`src/rtl/tmds_channel_sequencer.sv`:
```
// ============================================================================
// Module  : tmds_channel_sequencer (with helper tm_choice)
// Brief   : Per-channel TMDS sequencer: control tokens, guard bands, video.
// Revision: 1.0 - initial release
// ============================================================================
`default_nettype none

module tm_choice (
    input  logic [7:0] i_data,
    output logic [8:0] o_qm
);
    logic [3:0] w_ones;
    logic       w_use_xnor;

    always_comb begin
        w_ones = '0;
        for (int i = 0; i < 8; i++) begin
            w_ones = w_ones + {3'b000, i_data[i]};
        end
        w_use_xnor = (w_ones > 4'd4) || ((w_ones == 4'd4) && !i_data[0]);
        o_qm       = '0;
        o_qm[0]    = i_data[0];
        for (int i = 1; i < 8; i++) begin
            o_qm[i] = w_use_xnor ? ~(o_qm[i-1] ^ i_data[i]) : (o_qm[i-1] ^ i_data[i]);
        end
        o_qm[8] = ~w_use_xnor;
    end
endmodule

module tmds_channel_sequencer #(
    parameter int         GUARD_LEN  = 2,
    parameter logic [9:0] GUARD_WORD = 10'b1011001100
) (
    input  logic       clk_in,
    input  logic       rst_in,
    input  logic [7:0] data_in,
    input  logic [1:0] control_in,
    input  logic       ve_in,
    output logic [9:0] tmds_out
);
    localparam logic [1:0] c_CLS_CTRL  = 2'd0;
    localparam logic [1:0] c_CLS_GUARD = 2'd1;
    localparam logic [1:0] c_CLS_VIDEO = 2'd2;
    localparam logic [9:0] c_TOK_00    = 10'b1101010100;
    localparam logic [9:0] c_TOK_01    = 10'b0010101011;
    localparam logic [9:0] c_TOK_10    = 10'b0101010100;
    localparam logic [9:0] c_TOK_11    = 10'b1010101011;

    // Word layout: {valid, ve, control[1:0], data[7:0]}; valid marks words that
    // really came from the input, so reset-filled slots never trigger a guard.
    logic [11:0] w_cur;
    logic        w_win_ve;

    generate
        if (GUARD_LEN > 0) begin : g_delay_line
            logic [GUARD_LEN-1:0][11:0] sr_q, sr_d;

            always_comb begin
                sr_d[0] = {1'b1, ve_in, control_in, data_in};
                for (int i = 1; i < GUARD_LEN; i++) begin
                    sr_d[i] = sr_q[i-1];
                end
            end

            always_ff @(posedge clk_in) begin
                if (rst_in) sr_q <= '0;
                else        sr_q <= sr_d;
            end

            always_comb begin
                w_win_ve = ve_in;
                for (int i = 0; i < GUARD_LEN - 1; i++) begin
                    w_win_ve = w_win_ve | sr_q[i][10];
                end
            end

            assign w_cur = sr_q[GUARD_LEN-1];
        end else begin : g_no_delay
            assign w_cur    = {1'b1, ve_in, control_in, data_in};
            assign w_win_ve = 1'b0;
        end
    endgenerate

    logic [1:0] cls_q, cls_d;
    logic [1:0] ctrl_q, ctrl_d;
    logic [8:0] qm_q, qm_d;

    tm_choice u_tm_choice (
        .i_data (w_cur[7:0]),
        .o_qm   (qm_d)
    );

    always_comb begin
        ctrl_d = w_cur[9:8];
        if (w_cur[10])                  cls_d = c_CLS_VIDEO;
        else if (w_win_ve && w_cur[11]) cls_d = c_CLS_GUARD;
        else                            cls_d = c_CLS_CTRL;
    end

    always_ff @(posedge clk_in) begin
        if (rst_in) begin
            cls_q  <= c_CLS_CTRL;
            ctrl_q <= 2'b00;
            qm_q   <= '0;
        end else begin
            cls_q  <= cls_d;
            ctrl_q <= ctrl_d;
            qm_q   <= qm_d;
        end
    end

    logic [9:0]        out_q, out_d;
    logic signed [4:0] cnt_q, cnt_d;
    logic [3:0]        w_n1;
    logic signed [5:0] w_diff6;
    logic signed [4:0] w_diff;

    always_comb begin
        w_n1 = '0;
        for (int i = 0; i < 8; i++) begin
            w_n1 = w_n1 + {3'b000, qm_q[i]};
        end
        // n1 - n0 = 2*n1 - 8, always within -8..+8
        w_diff6 = $signed({1'b0, w_n1, 1'b0}) - 6'sd8;
        w_diff  = w_diff6[4:0];
        out_d   = c_TOK_00;
        cnt_d   = '0;
        case (cls_q)
            c_CLS_VIDEO: begin
                if ((cnt_q == 5'sd0) || (w_n1 == 4'd4)) begin
                    out_d = {~qm_q[8], qm_q[8], qm_q[8] ? qm_q[7:0] : ~qm_q[7:0]};
                    cnt_d = qm_q[8] ? (cnt_q + w_diff) : (cnt_q - w_diff);
                end else if (((cnt_q > 5'sd0) && (w_n1 > 4'd4)) ||
                             ((cnt_q < 5'sd0) && (w_n1 < 4'd4))) begin
                    out_d = {1'b1, qm_q[8], ~qm_q[7:0]};
                    cnt_d = cnt_q - w_diff + (qm_q[8] ? 5'sd2 : 5'sd0);
                end else begin
                    out_d = {1'b0, qm_q[8], qm_q[7:0]};
                    cnt_d = cnt_q + w_diff - (qm_q[8] ? 5'sd0 : 5'sd2);
                end
            end
            c_CLS_GUARD: out_d = GUARD_WORD;
            default: begin
                case (ctrl_q)
                    2'b00:   out_d = c_TOK_00;
                    2'b01:   out_d = c_TOK_01;
                    2'b10:   out_d = c_TOK_10;
                    default: out_d = c_TOK_11;
                endcase
            end
        endcase
    end

    always_ff @(posedge clk_in) begin
        if (rst_in) begin
            out_q <= c_TOK_00;
            cnt_q <= '0;
        end else begin
            out_q <= out_d;
            cnt_q <= cnt_d;
        end
    end

    assign tmds_out = out_q;

endmodule

`default_nettype wire

```
`config.mk`:
```
export PLATFORM = sky130hd
export DESIGN_NAME = tmds_channel_sequencer
export DESIGN_NICKNAME = d
export VERILOG_FILES = /design/src/rtl/tmds_channel_sequencer.sv
export SDC_FILE = /design/constraint.sdc
export NUM_CORES = 1
export LEC_CHECK = 0
export BUFFER_PORTS_ARGS = -buffer_cell sky130_fd_sc_hd__buf_4
export CAP_MARGIN = 0
export CORE_MARGIN = 5
export CORE_UTILIZATION = 60
export DETAILED_ROUTE_END_ITERATION = 10
export HOLD_SLACK_MARGIN = 0.15
export PLACE_DENSITY = 0.81
export SLEW_MARGIN = 20
export SYNTH_ARGS = -nofsm -noshare
export SYNTH_HDL_FRONTEND = slang
export SYNTH_SLANG_ARGS = --single-unit
```
`constraint.sdc`:
```
create_clock -name clk_in -period 11.3 [get_ports clk_in]
set_clock_uncertainty 0.05 [all_clocks]
set_input_delay 0.565 -clock clk_in [delete_from_list [all_inputs] [get_ports clk_in]]
set_output_delay 0.565 -clock clk_in [all_outputs]
set_load 0.05 [all_outputs]
```
==> metrics.cfg, run 1 <==
[global_routing]
grt_use_met3_pct=3.55
grtUsageTotal_pct=14.1
grt_pass1_wl_um=6760
overflow=0
grtUsageMet2_pct=23.6
grt_start_max_net_pins=38
grt_pass1_vias=1576
antenna_found_initial=0
met1_usage_pct=17.9
busiest_layer=met2

[die]
rows=24
fp.dieW_um=75.9
die-area_um2=5770
core-area_um2=4290
die-height_um=75.9
boundaryPins=23
start_util_pct=60.8

[worst_hold_path]
hp-class=reg -> reg
worstHoldStart=w_cur[10]

[layout]
diodes=0
syn_to_final_growth_pct=11.6
seq_area_um2=1020
multi_input_area_um2=1430
utilization_pct=67.8
drive_gt1_share_pct=12.4
num-nets-final=331
nFillCells=344

[yosys]
syn_area_per_cell_um2=10.2
yosys_register_bits=51
synthCells=257
synth-edff-count=0
synthFlopType=dfxtp_1
syn_nets=307
synthArstFlopShare_pct=0
syn_area_um2=2610
synth_cell_types=35
synth_seq_area_share_pct=39.1
ys.warnings.count=0

[worst_setup_path]
path_class=reg -> reg
cp.required_ns=11.47
cp.arrival_ns=4.60
crit_path_end_kind=flop
cp_max_fo=5
startpoint=qm_q[0]
startpoint_type=flop
r2r_start=qm_q[0]

[timing]
hold-worst-slack_ns=0.367
slew_headroom_pct=61.0
setup_tns_ns=0
drv_slew=0
setup_violations=0
hold_violations=0
period_share_pct=39.2
max_freq_mhz=226
rsz0062_at_grt=no
fin_ws_ns=6.87
tightest_slew_ns=0.583
min_period_ns=4.43

[drt]
drc=0
first_iter_violations=26
wl_per_cell_um=11.4
viasPerCell=4.87
first_pass_iters=4
ant_nets=0
vias=1625
finalWirelength_um=3810

[clock_network]
numCtsBuffers=5
clockBufferDepth=2
cts.sinks=51
cts_tree=done
cts_max_level=2
clk-insertion-delay-late_ns=0.30
ctsResizeCount=0
cts_hold_buf=0
cts_root_buf=clkbuf_8
post_cts_buffers=0
path_clk_slew_ns=0.09

[placement]
place_hpwl_um=3090
finalWeightedCongestion=0.837
dp_slack_ns=6.84
io_buffers=22

[power]
vdd_ir_drop_max_mv=0.0927
pwr_density_cell_nw_per_um2=167
p_leak_nw=1.33
totalPowerFinal_uw=486

[job]
maxCapViolCount=0

[outcome]
status=completed

## power by group
group          internal, mW  switching [mW]  leakage, nW
clock network        0.0499          0.0566       0.0474
logic                0.0849          0.0994        0.866
registers             0.190         0.00573        0.420
total                 0.325           0.162         1.33
## synthesized netlist by cell type (5+ instances only)
cell / number / area share [%]
xnor2_1: 20 / 6.7
a21oi_1: 7 / 1.3
inv_1: 34 / 4.9
a211oi_1: 6 / 1.7
o21ai_0: 5 / 0.96
ha_1: 27 / 13
nor2_1: 13 / 1.9
dfxtp_1: 51 / 39
o21bai_1: 5 / 1.4
fa_1: 10 / 7.7
nand2_1: 9 / 1.3
nor2b_1: 29 / 7.0
o21ai_1: 5 / 0.96
## through the flow
step / cells / area [um2]
2_1_floorplan: 257 / 2610
3_3_place_gp: 326 / 2810
3_5_place_dp: 326 / 2810
4_1_cts: 334 / 2910
5_1_grt: 334 / 2910
6_report: 334 / 2910
## worst max-delay path, stage by stage (launching register included)
cell and delay, ns:
dfxtp_1 0.34, fa_1 0.53, inv_1 0.05, fa_1 0.49
fa_1 0.41, inv_1 0.07, ha_1 0.15, inv_1 0.05
fa_1 0.61, inv_1 0.07, ha_1 0.28, and3b_1 0.20
or3_1 0.34, xnor3_1 0.37, mux2i_1 0.08, a211oi_1 0.25
## placed cells by master, fill, tap and decap left out, drive strengths merged, types with 5 or more instances in the layout
cell type / instances
xnor2: 20
o21ai: 11
o21bai: 5
nor2b: 29
inv: 34
a21oi: 7
and2: 5
a211oi: 6
fa: 10
nor2: 13
nand2: 9
ha: 27
clkbuf: 6
buf: 22
dfxtp: 51
## state kept, by name, indices dropped and copies added, names as in the netlist
register / count
cls_q: 2
w_cur: 12
qm_q: 9
tmds_out: 10
g_delay_line.sr_d: 12
cnt_q: 4
ctrl_q: 2
## kinds of logic (layout without fill, tap and decap cells)
logic type / count (synthesis) / in the layout / synth area share, %
buf+inv: 39 / 64 / 5.90
mux: 3 / 3 / 1.20
compound gates: 33 / 33 / 8.20
xor+xnor: 25 / 25 / 9.98
simple gates: 69 / 69 / 15.0
fa+ha+maj: 37 / 37 / 20.6
flops: 51 / 51 / 39.1
## per-layer routing
metal  vias up  routed length [um]
li1        863                   -
met1       728                1820
met2        28                1770
met3         6                 162
met4         0                  55
met5         -                   0
## path summary, 6_finish.rpt
check,endpoint,slack [ns],cells after the start
worst max-delay path,cnt_q[4],6.87,15
worst min-delay path,cls_q[0],0.37,1
worst max register to register,cnt_q[4],6.87,15
worst min register to register,cls_q[0],0.37,1
## final cells by class
type,instances,share of cell area [%]
Sequential cell,51,35.1
Tap cell,52,2.23
Multi-Input combinational cell,167,49.2
Inverter,34,4.38
Clock buffer,6,2.84
Timing Repair Buffer,22,5.67
Clock inverter,2,0.559
(Power assumes the default switching activity.)
==> inputs of run 2 (changes only) <==
--- a/config.mk
+++ b/config.mk
@@ -8,10 +8,10 @@
 export BUFFER_PORTS_ARGS = -buffer_cell sky130_fd_sc_hd__buf_4
 export CAP_MARGIN = 0
 export CORE_MARGIN = 5
-export CORE_UTILIZATION = 60
+export CORE_UTILIZATION = 59
 export DETAILED_ROUTE_END_ITERATION = 10
 export HOLD_SLACK_MARGIN = 0.15
-export PLACE_DENSITY = 0.81
+export PLACE_DENSITY = 0.8
 export SLEW_MARGIN = 20
 export SYNTH_ARGS = -nofsm -noshare
 export SYNTH_HDL_FRONTEND = slang
==> constraint.sdc (replaced) <==
create_clock -name clk_in -period 4.16 [get_ports clk_in]
set_clock_uncertainty 0.05 [all_clocks]
set_input_delay 0.208 -clock clk_in [delete_from_list [all_inputs] [get_ports clk_in]]
set_output_delay 0.208 -clock clk_in [all_outputs]
set_load 0.05 [all_outputs]
==> run 2 against run 1 <==
  * First-iteration DRC count increased by 130%
  * Cell count increased by 6.0%
  * Non-clock buffer count increased by 21
  * Core utilization increased by 6.0 points
  * Clock-buffer cell count decreased by 1
  * Critical endpoint unchanged
  * Register-to-register slack got worse by 6.9 ns
  * Clock power increased to 3.1 times the previous value
  * Maximum frequency increased by 6.6%
==> metrics.cfg, run 2 (synthesis gave the netlist of run 1 again) <==
[outcome]
status=completed

[placement]
dp_slack_ns=-0.0644
finalWeightedCongestion=0.849
io_buffers=22
place_hpwl_um=3120
place_area_um2=2880

[timing]
setup_tns_ns=0
min_period_ns=4.16
rsz0062_at_grt=yes
tightest_slew_ns=0.345
hold-worst-slack_ns=0.242
setup_violations=0
slew_headroom_pct=77.0
drv_slew=0
max_freq_mhz=241
hold_violations=0
fin_ws_ns=0.00405
period_share_pct=99.9

[layout]
multi_input_area_um2=1510
nFillCells=303
final_cell_mix=50 x dfxtp_1, 32 x inv_1, 31 x buf_4
diodes=0
fin_area_um2=3190
drive_gt1_share_pct=19.9
seq_area_um2=1020
syn_to_final_growth_pct=22.3
layout_commonest_cell=dfxtp_1
num-nets-final=352

[worst_setup_path]
cp.required_ns=4.33
cp_max_fo=4
r2r_start=qm_q[0]
path_class=reg -> reg
cp.arrival_ns=4.33
crit_path_end_kind=flop
startpoint=qm_q[0]
startpoint_type=flop

[worst_hold_path]
hp-class=in -> reg
worstHoldStart=rst_in

[clock_network]
clk-insertion-delay-late_ns=0.30
clockBufferDepth=2
cts_root_buf=clkbuf_8
numCtsBuffers=5
path_clk_slew_ns=0.09
cts_tree=done
cts_max_level=2
cts.sinks=51

[global_routing]
overflow=0
antenna_found_initial=0
grt_pass1_wl_um=7720
grtUsageTotal_pct=15.8
grt_pass1_vias=1812
grt_start_max_net_pins=38

[drt]
viasPerCell=4.92
vias=1740
wl_per_cell_um=12.1
first_iter_violations=61
ant_nets=0
drc=0
finalWirelength_um=4300
first_pass_iters=4

[die]
rows=24
fp.dieW_um=76.5
boundaryPins=23
die-area_um2=5850
start_util_pct=60.3
die-height_um=76.5
core-area_um2=4320

[power]
vdd_ir_drop_max_mv=0.337
pwr_density_cell_nw_per_um2=462
p_leak_nw=1.45
totalPowerFinal_mw=1.47

[job]
maxCapViolCount=0

[run 2: cell types whose count changed in the layout (fill, tap and decap cells not counted), sizes merged]
cell,change
buf,+10
clkbuf,-1
clkinv,-1
bufinv,+1
dlygate4sd3,+11
[run 2: path summary, 6_finish.rpt]
kind              endpoint  slack, ns  cells after the start
setup / recovery  cnt_q[4]      0.004                     16
hold / removal     qm_q[3]       0.24                      2
setup reg to reg  cnt_q[4]      0.004                     16
hold reg to reg   cls_q[0]       0.37                      1
[run 2: timing repair]
action,4_1_cts,5_1_grt
buffers inserted,0,2
setup endpoints to repair,1,10
hold endpoints to repair,11,0
pin swaps,2,6
resized for setup,4,11
hold buffers,11,0
[run 2: layout make-up]
cell class                      instances  area share, %
Clock buffer                            5           2.16
Clock inverter                          2           1.18
Inverter                               34           4.00
Multi-Input combinational cell        167           47.2
Sequential cell                        51           32.0
Tap cell                               52           2.04
Timing Repair Buffer                   43           11.4
[run 2: power by group]
| part | leakage (nW) | switching (mW) | internal (mW) |
|---|---|---|---|
| sequential | 0.420 | 0.0158 | 0.515 |
| clock | 0.0502 | 0.153 | 0.176 |
| combinational | 0.980 | 0.304 | 0.310 |
[run 2: layer usage]
| layer | up-vias | part of all wire, % | global-route usage (%) | routed length (um) |
|---|---|---|---|---|
| li1 | 903 | - | - | - |
| met1 | 805 | 44 | 18.7 | 1870 |
| met2 | 28 | 51 | 28.1 | 2180 |
| met3 | 4 | 4.4 | 3.78 | 187 |
| met4 | 0 | 1.4 | 4.72 | 60 |
| met5 | - | 0 | 0 | 0 |
[run 2: worst max-delay path, stage by stage, from the launching register on]
cell,delay [ns]
dfxtp_2,0.34
fa_1,0.55
inv_2,0.04
fa_1,0.49
fa_1,0.40
inv_1,0.07
ha_2,0.18
inv_2,0.04
fa_2,0.33
xnor2_1,0.12
buf_4,0.15
ha_4,0.28
and3b_1,0.20
or3_1,0.36
xnor3_1,0.20
mux2i_1,0.08
a211oi_2,0.20
[run 2: per-stage QoR]
stage | utilization (%) | instances
after CTS | 72.0 | 352
after global placement | 66.6 | 334
final | 73.8 | 354
after detailed placement | 66.6 | 334
after floorplan | - | 257
after global routing | 73.8 | 354
